### src/rtl/boot_copier_if.sv
// Wishbone master bundle for the boot copier: ROM read port and RAM write port.
interface boot_copier_if;
  logic [31:0] wbm_rom_adr_o;
  logic        wbm_rom_stb_o;
  logic [31:0] wbm_rom_dat_i;
  logic        wbm_rom_ack_i;
  logic [31:0] wbm_ram_adr_o;
  logic [31:0] wbm_ram_dat_o;
  logic [3:0]  wbm_ram_sel_o;
  logic        wbm_ram_we_o;
  logic        wbm_ram_stb_o;
  logic        wbm_ram_ack_i;

  modport master (
    output wbm_rom_adr_o, wbm_rom_stb_o,
    input  wbm_rom_dat_i, wbm_rom_ack_i,
    output wbm_ram_adr_o, wbm_ram_dat_o, wbm_ram_sel_o, wbm_ram_we_o, wbm_ram_stb_o,
    input  wbm_ram_ack_i
  );

  modport slave (
    input  wbm_rom_adr_o, wbm_rom_stb_o,
    output wbm_rom_dat_i, wbm_rom_ack_i,
    input  wbm_ram_adr_o, wbm_ram_dat_o, wbm_ram_sel_o, wbm_ram_we_o, wbm_ram_stb_o,
    output wbm_ram_ack_i
  );
endinterface

### src/rtl/boot_copier.sv
// Copies DEPTH bytes of boot ROM into RAM word by word, then releases the CPU reset.
// Optional running word sum on checksum_o when BOOT_COPIER_CHECKSUM_EN is defined.
//
// state  | meaning
// S_RD   | ROM read of word idx outstanding
// S_WR   | RAM write of latched word to idx outstanding
// S_DONE | image complete, CPU running
module boot_copier #(
  parameter int unsigned DEPTH    = 256,
  parameter logic [31:0] ROM_BASE = 32'h0000_0000,
  parameter logic [31:0] RAM_BASE = 32'h0000_0000
) (
  input  logic          wb_clk_i,
  input  logic          wb_rst_n_i,
  boot_copier_if.master bus,
  output logic          cpu_rst_o,
  output logic          done_o,
  output logic [31:0]   checksum_o
);

  localparam int unsigned WORDS = DEPTH / 4;
  localparam int unsigned IDX_W = (WORDS > 0) ? $clog2(WORDS + 1) : 1;
  localparam logic [IDX_W-1:0] LAST = IDX_W'((WORDS > 0) ? WORDS - 1 : 0);

  typedef enum logic [1:0] {
    S_RD   = 2'd0,
    S_WR   = 2'd1,
    S_DONE = 2'd2
  } state_t;

  localparam state_t RST_STATE = (WORDS == 0) ? S_DONE : S_RD;

  state_t           r_state, w_state_nxt;
  logic [IDX_W-1:0] r_idx, w_idx_nxt;
  logic [31:0]      r_data, w_data_nxt;
  logic             r_rom_stb, w_rom_stb_nxt;
  logic             r_ram_stb, w_ram_stb_nxt;
  logic             r_done, w_done_nxt;
  logic             r_cpu_rst, w_cpu_rst_nxt;

  always_ff @(posedge wb_clk_i or negedge wb_rst_n_i) begin
    if (!wb_rst_n_i) begin
      r_state   <= RST_STATE;
      r_idx     <= '0;
      r_data    <= '0;
      r_rom_stb <= 1'b0;
      r_ram_stb <= 1'b0;
      r_done    <= (WORDS == 0);
      r_cpu_rst <= (WORDS != 0);
    end else begin
      r_state   <= w_state_nxt;
      r_idx     <= w_idx_nxt;
      r_data    <= w_data_nxt;
      r_rom_stb <= w_rom_stb_nxt;
      r_ram_stb <= w_ram_stb_nxt;
      r_done    <= w_done_nxt;
      r_cpu_rst <= w_cpu_rst_nxt;
    end
  end

  // Acks only count while our own stb is up, so stray acks are ignored.
  always_comb begin
    w_state_nxt   = r_state;
    w_idx_nxt     = r_idx;
    w_data_nxt    = r_data;
    w_rom_stb_nxt = 1'b0;
    w_ram_stb_nxt = 1'b0;
    w_done_nxt    = r_done;
    w_cpu_rst_nxt = r_cpu_rst;
    case (r_state)
      S_RD: begin
        w_rom_stb_nxt = 1'b1;
        if (r_rom_stb && bus.wbm_rom_ack_i) begin
          w_data_nxt    = bus.wbm_rom_dat_i;
          w_rom_stb_nxt = 1'b0;
          w_ram_stb_nxt = 1'b1;
          w_state_nxt   = S_WR;
        end
      end
      S_WR: begin
        w_ram_stb_nxt = 1'b1;
        if (r_ram_stb && bus.wbm_ram_ack_i) begin
          w_ram_stb_nxt = 1'b0;
          if (r_idx == LAST) begin
            w_state_nxt   = S_DONE;
            w_done_nxt    = 1'b1;
            w_cpu_rst_nxt = 1'b0;
          end else begin
            w_idx_nxt     = r_idx + IDX_W'(1);
            w_rom_stb_nxt = 1'b1;
            w_state_nxt   = S_RD;
          end
        end
      end
      default: ;
    endcase
  end

  assign bus.wbm_rom_adr_o = ROM_BASE + (32'(r_idx) << 2);
  assign bus.wbm_rom_stb_o = r_rom_stb;
  assign bus.wbm_ram_adr_o = RAM_BASE + (32'(r_idx) << 2);
  assign bus.wbm_ram_dat_o = r_data;
  assign bus.wbm_ram_sel_o = 4'hF;
  assign bus.wbm_ram_we_o  = 1'b1;
  assign bus.wbm_ram_stb_o = r_ram_stb;
  assign cpu_rst_o         = r_cpu_rst;
  assign done_o            = r_done;

`ifdef BOOT_COPIER_CHECKSUM_EN
  logic        w_latch;
  logic [31:0] r_sum;

  assign w_latch = (r_state == S_RD) && r_rom_stb && bus.wbm_rom_ack_i;

  always_ff @(posedge wb_clk_i or negedge wb_rst_n_i) begin
    if (!wb_rst_n_i) begin
      r_sum <= '0;
    end else if (w_latch) begin
      r_sum <= r_sum + bus.wbm_rom_dat_i;
    end
  end

  assign checksum_o = r_sum;
`else
  assign checksum_o = '0;
`endif

endmodule

### src/flat_wrapper.sv
// flat-port wrapper written by rule: the top's interface ports become plain ports
module boot_copier_flat 
#(
  parameter int unsigned DEPTH    = 256,
  parameter logic [31:0] ROM_BASE = 32'h0000_0000,
  parameter logic [31:0] RAM_BASE = 32'h0000_0000
)
  (wb_clk_i, wb_rst_n_i, cpu_rst_o, done_o, checksum_o, bus_wbm_rom_adr_o, bus_wbm_rom_stb_o, bus_wbm_rom_dat_i, bus_wbm_rom_ack_i, bus_wbm_ram_adr_o, bus_wbm_ram_dat_o, bus_wbm_ram_sel_o, bus_wbm_ram_we_o, bus_wbm_ram_stb_o, bus_wbm_ram_ack_i);
  boot_copier_if bus_i ();
  input  logic wb_clk_i;
  input  logic wb_rst_n_i;
  output logic cpu_rst_o;
  output logic done_o;
  output logic [31:0] checksum_o;
  output wire logic [$bits(bus_i.wbm_rom_adr_o)-1:0] bus_wbm_rom_adr_o;
  output wire logic [$bits(bus_i.wbm_rom_stb_o)-1:0] bus_wbm_rom_stb_o;
  input wire logic [$bits(bus_i.wbm_rom_dat_i)-1:0] bus_wbm_rom_dat_i;
  input wire logic [$bits(bus_i.wbm_rom_ack_i)-1:0] bus_wbm_rom_ack_i;
  output wire logic [$bits(bus_i.wbm_ram_adr_o)-1:0] bus_wbm_ram_adr_o;
  output wire logic [$bits(bus_i.wbm_ram_dat_o)-1:0] bus_wbm_ram_dat_o;
  output wire logic [$bits(bus_i.wbm_ram_sel_o)-1:0] bus_wbm_ram_sel_o;
  output wire logic [$bits(bus_i.wbm_ram_we_o)-1:0] bus_wbm_ram_we_o;
  output wire logic [$bits(bus_i.wbm_ram_stb_o)-1:0] bus_wbm_ram_stb_o;
  input wire logic [$bits(bus_i.wbm_ram_ack_i)-1:0] bus_wbm_ram_ack_i;
  assign bus_wbm_rom_adr_o = bus_i.wbm_rom_adr_o;
  assign bus_wbm_rom_stb_o = bus_i.wbm_rom_stb_o;
  assign bus_i.wbm_rom_dat_i = bus_wbm_rom_dat_i;
  assign bus_i.wbm_rom_ack_i = bus_wbm_rom_ack_i;
  assign bus_wbm_ram_adr_o = bus_i.wbm_ram_adr_o;
  assign bus_wbm_ram_dat_o = bus_i.wbm_ram_dat_o;
  assign bus_wbm_ram_sel_o = bus_i.wbm_ram_sel_o;
  assign bus_wbm_ram_we_o = bus_i.wbm_ram_we_o;
  assign bus_wbm_ram_stb_o = bus_i.wbm_ram_stb_o;
  assign bus_i.wbm_ram_ack_i = bus_wbm_ram_ack_i;
  boot_copier #(.DEPTH(DEPTH), .ROM_BASE(ROM_BASE), .RAM_BASE(RAM_BASE)) u_core (.wb_clk_i(wb_clk_i), .wb_rst_n_i(wb_rst_n_i), .bus(bus_i), .cpu_rst_o(cpu_rst_o), .done_o(done_o), .checksum_o(checksum_o));
endmodule
### config.mk
export PLATFORM = sky130hd
export DESIGN_NAME = boot_copier_flat
export DESIGN_NICKNAME = d
export VERILOG_FILES = /design/src/rtl/boot_copier_if.sv /design/src/rtl/boot_copier.sv /design/src/flat_wrapper.sv
export SDC_FILE = /design/constraint.sdc
export NUM_CORES = 1
export LEC_CHECK = 0
export BUFFER_PORTS_ARGS = -buffer_cell sky130_fd_sc_hd__buf_2
export CAP_MARGIN = 15
export CORE_MARGIN = 8
export CORE_UTILIZATION = 37
export DETAILED_ROUTE_END_ITERATION = 10
export MAX_ROUTING_LAYER = met4
export PLACE_DENSITY = 0.75
export SLEW_MARGIN = 0
export SYNTH_ARGS = -nofsm -noshare
export SYNTH_HDL_FRONTEND = slang
export SYNTH_SLANG_ARGS = --single-unit
### constraint.sdc
create_clock -name wb_clk_i -period 1.45 [get_ports wb_clk_i]
set_input_delay 0.145 -clock wb_clk_i [delete_from_list [all_inputs] [get_ports wb_clk_i]]
set_output_delay 0.145 -clock wb_clk_i [all_outputs]
set_load 0.005 [all_outputs]
==> flow_metrics.tcl <==
set metrics [dict create \
    skew_ps 6.99 \
    rows 30 \
    io_buffer_count 85 \
    status "finished, final reports clean" \
    place.detailed.hpwl_um 4170 \
    grtUsageTotal_pct 10.5 \
    pre_cts_slack_ps 25.9 \
    area_growth_pct 18.8 \
    synth_area_um2 2480 \
    vdd_drop_max_uv 626 \
    yosysUniqueCellTypes 25 \
    grt_max_degree 28 \
    netlist.area_leader.share_pct 44.3 \
    crit_required_ps 1630 \
    post_drt_wl_per_cell_um 13.5 \
    antenna_found_initial 0 \
    slew_viol_final 0 \
    fin_ws_ps 37.8 \
    mostFrequentLayoutCells "conb_1 (87), buf_2 (85), dfrtp_1 (44), mux2_2 (31), buf_4 (8)" \
    cp.arrival_ps 1590 \
    setup-tns-final_ps 0 \
    finalPower_w 0.00536 \
    fin_area_um2 2950 \
    start_util_pct 37.4 \
    io_pins 173 \
    yosysTopAreaCell "dfrtp_1" \
    dpl_cell_area_um2 2710 \
    worstSetupStartpoint "u_core.bus.wbm_rom_stb_o" \
    grt_pass1_wl_um 8210 \
    htreeDepth 2 \
    finalSetupViolations 0 \
    totalWireLength_um 5210 \
    ys_ff_latch 45 \
    powerDensity_nw_per_um2 1810 \
    nets 342 \
    netlist_instances 209 \
    syn_area_per_cell_um2 11.9 \
    synth_warnings 0 \
    leakagePower_nw 1.59 \
    gp_congestion 0.694 \
    dr_total_vias 1477 \
    clockBufferDepth 2 \
    die_w_um 98.0 \
    drt-initial-drc-count 44 \
    root_buffer "clkbuf_8" \
    coreArea_um2 6640 \
    post-route-period-util_pct 97.4 \
    worstHoldStart "bus_wbm_rom_dat_i[10]" \
    fmax_mhz 708 \
    min_period_ps 1410 \
    antenna_cells 0 \
    rr_startpoint "u_core.bus.wbm_rom_stb_o" \
    fp.dieArea_um2 9590 \
    final_antenna_net_count 0 \
    cts_tree "done" \
    routed_via_density 3.83 \
    clock_latency_ps 290 \
    finalHoldViolCount 0 \
    utilization_pct 44.4 \
    hold_class "in2reg" \
    gr-total-overflow 0 \
    yosysSeqAreaShare_pct 45.4 \
    die_y_um 98.0 \
    detail_route.first_pass.iterations 4 \
    path_clk_slew_ps 90 \
    final_common_cell "conb_1" \
    numCtsBuffers 5 \
    cts.sinks 45 \
    drc_errors 0 \
    path_class "reg2reg" \
    cp_max_fo 8 \
    first_global_vias 1690 \
    worstSetupEndpointType "register" \
    maxCapViolCount 0 \
    cp-start-kind "register" \
    synth.area.top_cells "dfrtp_1 (44%), buf_4 (28%), mux2_2 (14%)" \
    drive_above_1_share_pct 49.7 \
]
[metrics by stage]
step / instances / hold slack, ps
after floorplan: 294 / -151
after global placement: 373 / 118
after detailed placement: 373 / 124
after CTS: 382 / 53.9
after global routing: 386 / 56.1
final: 386 / 65.1
[cell usage after synthesis, drive strengths merged]
master   n
nand3    2
xor2     4
nor2b    1
dfrtp   44
o31a     1
mux2    33
ha       1
a31o     1
nor3     3
nor2     4
dfstp    1
nand2    6
a21o     1
xnor2    1
conb     2
nand4b   1
nand3b   1
buf     97
or2      2
o21bai   1
inv      2
[worst paths after layout]
path                            slack (ps)                      endpoint  cells past startpoint
worst max-delay path                    40   u_core.bus.wbm_ram_dat_o[1]                      5
worst min-delay path                    70  u_core.bus.wbm_ram_dat_o[10]                      2
worst max register to register          40   u_core.bus.wbm_ram_dat_o[1]                      5
worst min register to register         480                 u_core.done_o                      1
max in group asynchronous              630               u_core.r_idx[3]                      3
min in group asynchronous              320   u_core.bus.wbm_ram_dat_o[7]                      2
[critical path, stage by stage (launching register included)]
cell and delay (ps):
dfrtp_1 380, nand2_2 90, nor3_4 200, buf_12 150, clkbuf_16 150, mux2_2 330
[power breakdown]
group          total [W]  internal [W]  switching, W
combinational    0.00215       0.00126      0.000890
clock            0.00110      0.000684      0.000415
sequential       0.00211       0.00182      0.000291
total            0.00536       0.00376       0.00160
[timing repair]
action | 4_1_cts | 5_1_grt
endpoints found under the setup margin | 0 | 31
hold buffers | 1 | 0
resized for setup | 0 | 5
endpoints found under the hold margin | 17 | 0
buffers inserted | 0 | 2
[kinds of logic (layout without fill, tap and decap cells)]
| logic type | after synthesis | after routing | synth area share [%] |
|---|---|---|---|
| compound gates | 4 | 4 | 1.86 |
| xor+xnor | 5 | 5 | 1.76 |
| fa+ha+maj | 1 | 1 | 0.503 |
| buf+inv | 99 | 111 | 30.1 |
| flops | 45 | 45 | 45.4 |
| mux | 33 | 33 | 15.0 |
| other cells | 2 | 87 | 0.302 |
| simple gates | 20 | 20 | 5.19 |
[layer usage]
| metal | up-vias | share of wire (%) | track usage, % |
|---|---|---|---|
| met5 | - | 0 | - |
| met4 | 0 | 0.15 | 2.52 |
| met3 | 2 | 12 | 6.69 |
| met2 | 92 | 52 | 18.4 |
| met1 | 700 | 35 | 9.31 |
| li1 | 683 | - | - |
[final cells by class]
type | instances | area, um2
sequential | 45 | 1130
multi-input combinational | 150 | 947
tap | 80 | 100
inverter | 2 | 7.51
fill | 637 | 3690
clock buffer | 5 | 68.8
timing repair buffer | 101 | 637
clock inverter | 3 | 65.1
[state kept, by name, indices dropped and copies added (netlist names)]
name                      flops
u_core.r_state                2
u_core.r_idx                  7
u_core.cpu_rst_o              1
u_core.bus.wbm_ram_stb_o      1
u_core.done_o                 1
u_core.bus.wbm_rom_stb_o      1
u_core.bus.wbm_ram_dat_o     32
Power figures use the tool's default switching activity.
